<file path="src/rtl/wb_slave_fifo_regs.sv">
// Wishbone classic slave: CTRL / FIFO / STATUS / SCRATCH window over a byte FIFO with level interrupt.
// Define WB_SLV_ERR_EN to add err_o, which terminates push-when-full and pop-when-empty instead of ack_o.
module wb_slave_fifo_regs #(
    parameter int ADDR_WIDTH  = 2,
    parameter int DATA_WIDTH  = 8,
    parameter int FIFO_DEPTH  = 8,
    parameter int WAIT_STATES = 1
) (
    input  logic                  clk_i,
    input  logic                  rst_i,
    input  logic                  cyc_i,
    input  logic                  stb_i,
    input  logic                  we_i,
    input  logic [ADDR_WIDTH-1:0] adr_i,
    input  logic [DATA_WIDTH-1:0] dat_i,
    output logic [DATA_WIDTH-1:0] dat_o,
    output logic                  ack_o,
`ifdef WB_SLV_ERR_EN
    output logic                  err_o,
`endif
    output logic                  irq_o
);
    localparam int CW = $clog2(FIFO_DEPTH) + 1;
    localparam int PW = $clog2(FIFO_DEPTH);
    localparam logic [3:0] WS = 4'(WAIT_STATES);

    typedef enum logic [1:0] {IDLE, WAIT, ACK, HOLD} state_t;

    state_t                state_q, state_d;
    logic [3:0]            cnt_q, cnt_d;
    logic [1:0]            adr_q, adr_d;
    logic                  we_q, we_d;
    logic [DATA_WIDTH-1:0] dat_q, dat_d;
    logic [DATA_WIDTH-1:0] dat_o_q, dat_o_d;
    logic                  ack_q, ack_d;
    logic                  irq_q, irq_d;
    logic [CW-1:0]         ctrl_q, ctrl_d;
    logic [DATA_WIDTH-1:0] scratch_q, scratch_d;
    logic [PW-1:0]         wr_ptr_q, wr_ptr_d, rd_ptr_q, rd_ptr_d;
    logic [CW-1:0]         count_q, count_d;
    logic                  ovf_q, ovf_d, unf_q, unf_d;
`ifdef WB_SLV_ERR_EN
    logic                  err_q, err_d;
`endif

    logic [DATA_WIDTH-1:0] fifo_mem [FIFO_DEPTH];
    logic                  push_en;
    logic                  empty, full;
    logic [1:0]            sel_adr;
    logic                  sel_we;
    logic [DATA_WIDTH-1:0] rdata;
    logic                  resp_err;
    logic                  go_resp;

    assign empty = (count_q == '0);
    assign full  = (count_q == CW'(FIFO_DEPTH));

    // Response data is captured on the edge that enters ACK, so decode from the live
    // request in IDLE (zero wait states) and from the latched request otherwise.
    assign sel_adr = (state_q == IDLE) ? adr_i[1:0] : adr_q;
    assign sel_we  = (state_q == IDLE) ? we_i : we_q;

    always_comb begin
        rdata = '0;
        case (sel_adr)
            2'd0: rdata[CW-1:0] = ctrl_q;
            2'd1: if (!empty) rdata = fifo_mem[rd_ptr_q];
            2'd2: begin
                rdata[0]      = empty;
                rdata[1]      = full;
                rdata[2]      = ovf_q;
                rdata[3]      = unf_q;
                rdata[CW+3:4] = count_q;
            end
            default: rdata = scratch_q;
        endcase
    end

`ifdef WB_SLV_ERR_EN
    assign resp_err = (sel_adr == 2'd1) && (sel_we ? full : empty);
`else
    assign resp_err = 1'b0;
`endif

    always_comb begin
        state_d   = state_q;
        cnt_d     = cnt_q;
        adr_d     = adr_q;
        we_d      = we_q;
        dat_d     = dat_q;
        dat_o_d   = '0;
        ack_d     = 1'b0;
        ctrl_d    = ctrl_q;
        scratch_d = scratch_q;
        wr_ptr_d  = wr_ptr_q;
        rd_ptr_d  = rd_ptr_q;
        count_d   = count_q;
        ovf_d     = ovf_q;
        unf_d     = unf_q;
        push_en   = 1'b0;
        go_resp   = 1'b0;
`ifdef WB_SLV_ERR_EN
        err_d     = 1'b0;
`endif
        irq_d = ctrl_q[0] && (count_q >= CW'(ctrl_q[CW-1:1])) && (ctrl_q[CW-1:1] != '0);

        case (state_q)
            IDLE: if (cyc_i && stb_i) begin
                adr_d = adr_i[1:0];
                we_d  = we_i;
                dat_d = dat_i;
                cnt_d = WS;
                if (WS == 4'd0) go_resp = 1'b1;
                else            state_d = WAIT;
            end
            WAIT: begin
                if (!cyc_i)             state_d = IDLE;
                else if (cnt_q == 4'd0) go_resp = 1'b1;
                else                    cnt_d = cnt_q - 4'd1;
            end
            ACK: begin
                state_d = HOLD;
                if (we_q) begin
                    case (adr_q)
                        2'd0: ctrl_d = dat_q[CW-1:0];
                        2'd1: if (full) ovf_d = 1'b1;
                              else begin
                                  push_en  = 1'b1;
                                  wr_ptr_d = wr_ptr_q + PW'(1);
                                  count_d  = count_q + CW'(1);
                              end
                        2'd2: begin
                            if (dat_q[2]) ovf_d = 1'b0;
                            if (dat_q[3]) unf_d = 1'b0;
                        end
                        default: scratch_d = dat_q;
                    endcase
                end else if (adr_q == 2'd1) begin
                    if (empty) unf_d = 1'b1;
                    else begin
                        rd_ptr_d = rd_ptr_q + PW'(1);
                        count_d  = count_q - CW'(1);
                    end
                end
            end
            default: if (!stb_i || !cyc_i) state_d = IDLE;
        endcase

        if (go_resp) begin
            state_d = ACK;
            ack_d   = !resp_err;
            dat_o_d = sel_we ? '0 : rdata;
`ifdef WB_SLV_ERR_EN
            err_d   = resp_err;
`endif
        end
    end

    always_ff @(posedge clk_i) begin
        if (push_en) fifo_mem[wr_ptr_q] <= dat_q;
    end

    always_ff @(posedge clk_i) begin
        if (!rst_i) begin
            state_q   <= IDLE;
            cnt_q     <= '0;
            adr_q     <= '0;
            we_q      <= 1'b0;
            dat_q     <= '0;
            dat_o_q   <= '0;
            ack_q     <= 1'b0;
            irq_q     <= 1'b0;
            ctrl_q    <= '0;
            scratch_q <= '0;
            wr_ptr_q  <= '0;
            rd_ptr_q  <= '0;
            count_q   <= '0;
            ovf_q     <= 1'b0;
            unf_q     <= 1'b0;
`ifdef WB_SLV_ERR_EN
            err_q     <= 1'b0;
`endif
        end else begin
            state_q   <= state_d;
            cnt_q     <= cnt_d;
            adr_q     <= adr_d;
            we_q      <= we_d;
            dat_q     <= dat_d;
            dat_o_q   <= dat_o_d;
            ack_q     <= ack_d;
            irq_q     <= irq_d;
            ctrl_q    <= ctrl_d;
            scratch_q <= scratch_d;
            wr_ptr_q  <= wr_ptr_d;
            rd_ptr_q  <= rd_ptr_d;
            count_q   <= count_d;
            ovf_q     <= ovf_d;
            unf_q     <= unf_d;
`ifdef WB_SLV_ERR_EN
            err_q     <= err_d;
`endif
        end
    end

    assign dat_o = dat_o_q;
    assign ack_o = ack_q;
    assign irq_o = irq_q;
`ifdef WB_SLV_ERR_EN
    assign err_o = err_q;
`endif
endmodule

</file>
<file path="config.mk">
export PLATFORM = sky130hd
export DESIGN_NAME = wb_slave_fifo_regs
export DESIGN_NICKNAME = d
export VERILOG_FILES = /design/src/rtl/wb_slave_fifo_regs.sv
export SDC_FILE = /design/constraint.sdc
export NUM_CORES = 1
export LEC_CHECK = 0
export BUFFER_PORTS_ARGS = -buffer_cell sky130_fd_sc_hd__buf_2
export CAP_MARGIN = 20
export CORE_UTILIZATION = 25
export CTS_CLUSTER_DIAMETER = 150
export DETAILED_ROUTE_END_ITERATION = 10
export HOLD_SLACK_MARGIN = 0.1
export SLEW_MARGIN = 5
export SYNTH_ARGS = -nofsm -noshare
export SYNTH_HDL_FRONTEND = slang
export SYNTH_SLANG_ARGS = --single-unit
</file>
<file path="constraint.sdc">
create_clock -name clk_i -period 2.35 [get_ports clk_i]
set_input_delay 0.705 -clock clk_i [delete_from_list [all_inputs] [get_ports clk_i]]
set_output_delay 0.705 -clock clk_i [all_outputs]
set_load 0.02 [all_outputs]
</file>
==> impl_results.md <==
* Hold Vio Cnt, Final at 0
* Via count at 3269
* Clk network pwr share at 47.3%
* Worst Setup Start Kind: flop
* Layout cell share with drive strength beyond 1 at 20.6%
* Worst slew margin at 58.4%
* PwrDens at 901 nW/µm²
* Arr. time, crit path at 2.37 ns
* RD Place Congestion at 0.880
* CP Capture Type: flop
* Mapped cell area at 4980 µm²
* H-tree levels at 4
* WHS Endpoint: scratch_q[5]
* Vias in the first global route at 3138
* Final wirelength at 11300 µm
* Clock Latency Late Sink at 0.40 ns
* Worst-Margin Slew at 0.623 ns
* Combinational share of power at 10.1%
* Root Buffer Master: clkbuf_16
* Ports at 25
* FF-to-FF End: dat_o[2]
* Reg2reg path depth at 6
* WHS at 0.458 ns
* Initial DRC Count at 250
* Top cell type by total area after synthesis: edfxtp_1
* Inst Count DP at 689
* Setup TNS at 0 ns
* Commonest cells after routing, fill and taps aside: edfxtp_1 (64), dfxtp_1 (54), nand2_1 (53), nor2_1 (33), a21oi_1 (30)
* CTS tree: done
* Post-route ant nets at 0
* Outcome: completed
* Diode count at 0
* GR Util All Layers at 11.4%
* RSZ-0062 raised after global routing: false
* Leak at 2.06 nW
* Area contributors post-synth: edfxtp_1 (39%), dfxtp_1 (22%), mux4_2 (5.4%)
* Syn avg cell area at 12.5 µm²
* First-pass GRT wire length at 17300 µm
* Area share of the largest cell type after synthesis at 38.6%
* R2R Path Start: state_q[0]
* Worst hold path stage count at 2
* Ys flop type: edfxtp_1
* Seq/Total Area, Yosys at 60.3%
* Hold Path Class: reg -> reg
* DRT Pass-1 Iters at 6
* Initial antenna violation count at 0
* Synthesized flop and latch total at 118
* CP Max Fanout at 12
* Commonest non-fill, non-tap cell in the layout: edfxtp_1
* Detailed-route DRC error count at 0
* Multi-input gate area at 1830 µm²
* Area Overhead vs Synth at 22.1%
* Netlist cell types at 55
* Die area at 20500 µm²
* Quantity of gates resized following cts at 0
* Initial Util at 25.6%
* Grt total ovfl at 0
* Hold_sp: scratch_q[5]
* VDD IR max at 506 µV
* Post-synth EDFFs at 64
* Number of setup buffers added after CTS at 0
* Tcrit/Tclk final at 88.2%
* Net switching power at 1.32 mW
* Fmax at 483 MHz
* Post-Synthesis Cells at 399
* Kind of critical path: reg -> reg
* Switching share of total power at 24.1%
* Fillers at 1915
* Clock Pin Slew Worst Setup and Hold Paths at 0.05 ns
* TritonCTS sink count at 118
* Sequential power share at 42.6%
* Ys Warns at 0
* FFs w/ async S/R, synth at 0%
* Max-slew violation count at 0
* Die width at 143 µm
* Largest net degree at the start of global routing at 37
* Final HPWL DP at 7620 µm
* DR vias/cell at 4.53
* Register area at 3000 µm²
* Internal at 4.15 mW
* Num CTS Buffers at 17
* Final #Nets at 471
* Fin cells at 721
* Post-layout minimum cycle time at 2.07 ns
* Final setup viols at 0
* Port Buf Inserts at 24
* Worst Skew at 0.00468 ns
* R2R Setup Slk at 0.28 ns
* Row count at 51
* Die height at 143 µm
* Worst Path Required at 2.64 ns
* Max-Cap Viols at 0
* Cts hold-fix bufs at 0
* Core Area at 19500 µm²
* Wire per inst at 15.6 µm
* Syn_nets at 427
* Clk buf depth at 2
[area by class of cell]
type,instances,area share (%)
timing repair buffer,42,4.41
clock buffer,20,7.35
sequential,118,49.4
clock inverter,12,2.51
inverter,11,0.679
tap,265,5.46
multi-input combinational,253,30.2
[worst max-delay path by stage]
stage / to / cells after the start / start
floorplan: fifo_mem[0][0] / 6 / state_q[0]
global placement: dat_o[3] / 6 / state_q[0]
detailed placement: dat_o[0] / 6 / state_q[0]
CTS: dat_o[0] / 6 / state_q[0]
global route: dat_o[2] / 6 / state_q[1]
finish: dat_o[2] / 6 / state_q[0]
[state kept, by name, summed over array words and instances, names as in the netlist, 2 cells and up, named ones only]
name / count
cnt_q: 4
state_q: 2
count_q: 4
dat_q: 8
fifo_mem: 64
ctrl_q: 4
wr_ptr_q: 3
scratch_q: 8
dat_o: 8
adr_q: 2
rd_ptr_q: 3
[per-layer routing]
layer	global-route usage, %	share of wire [%]
met1	15.4	47
met3	2.65	5.4
met5	0	0
met4	4.58	1.6
met2	17.6	46
[synth_stat cells (all sizes together) (3+ instances only)]
cell and count:
nor2 33, nand4 4, o22ai 4, mux4 12, nand3 6, o21ai 7, ha 12, a22oi 3
xnor2 6, nor3b 3, clkbuf 9, buf 8, nor3 6, mux2i 22, nand2 53, nand3b 3
a21oi 31, inv 11, edfxtp 64, nand2b 10, nor4b 3, a311oi 4, mux2 3, dfxtp 54
[metrics by stage]
step                util, %  total power [mW]  area, µm²  worst slack [ns]
global route           31.2              5.67       6080             0.113
floorplan                 -              2.78       4980            0.0802
CTS                    31.2              5.50       6080             0.316
detailed placement     28.1              2.91       5480             0.335
global placement       28.1              2.88       5480             0.444
finish                 31.2              5.48       6080             0.278
[power by group through the flow]
stage                     combinational (mW)  clock (mW)  sequential [mW]
after floorplan                        0.444           0             2.34
after global placement                 0.517           0             2.37
after detailed placement               0.540           0             2.37
after CTS                              0.547        2.63             2.33
after global routing                   0.607        2.72             2.34
final                                  0.555        2.59             2.33
[critical path, cell delays in order, from the launching register on]
cell	delay (ns)
dfxtp_1	0.32
inv_1	0.09
ha_1	0.46
mux2_2	0.49
nor2_1	0.22
nand2_1	0.08
a311oi_1	0.29
[cells by family (layout without fill, tap and decap cells)]
| family | count (synthesis) | count (layout) | share of synthesized area [%] |
|---|---|---|---|
| compound gates | 61 | 61 | 7.61 |
| xor+xnor | 8 | 8 | 1.41 |
| fa+ha+maj | 13 | 13 | 3.42 |
| buf+inv | 28 | 85 | 2.84 |
| flops | 118 | 118 | 60.3 |
| mux | 37 | 37 | 10.5 |
| simple gates | 134 | 134 | 13.9 |
(Power assumes the default switching activity.)
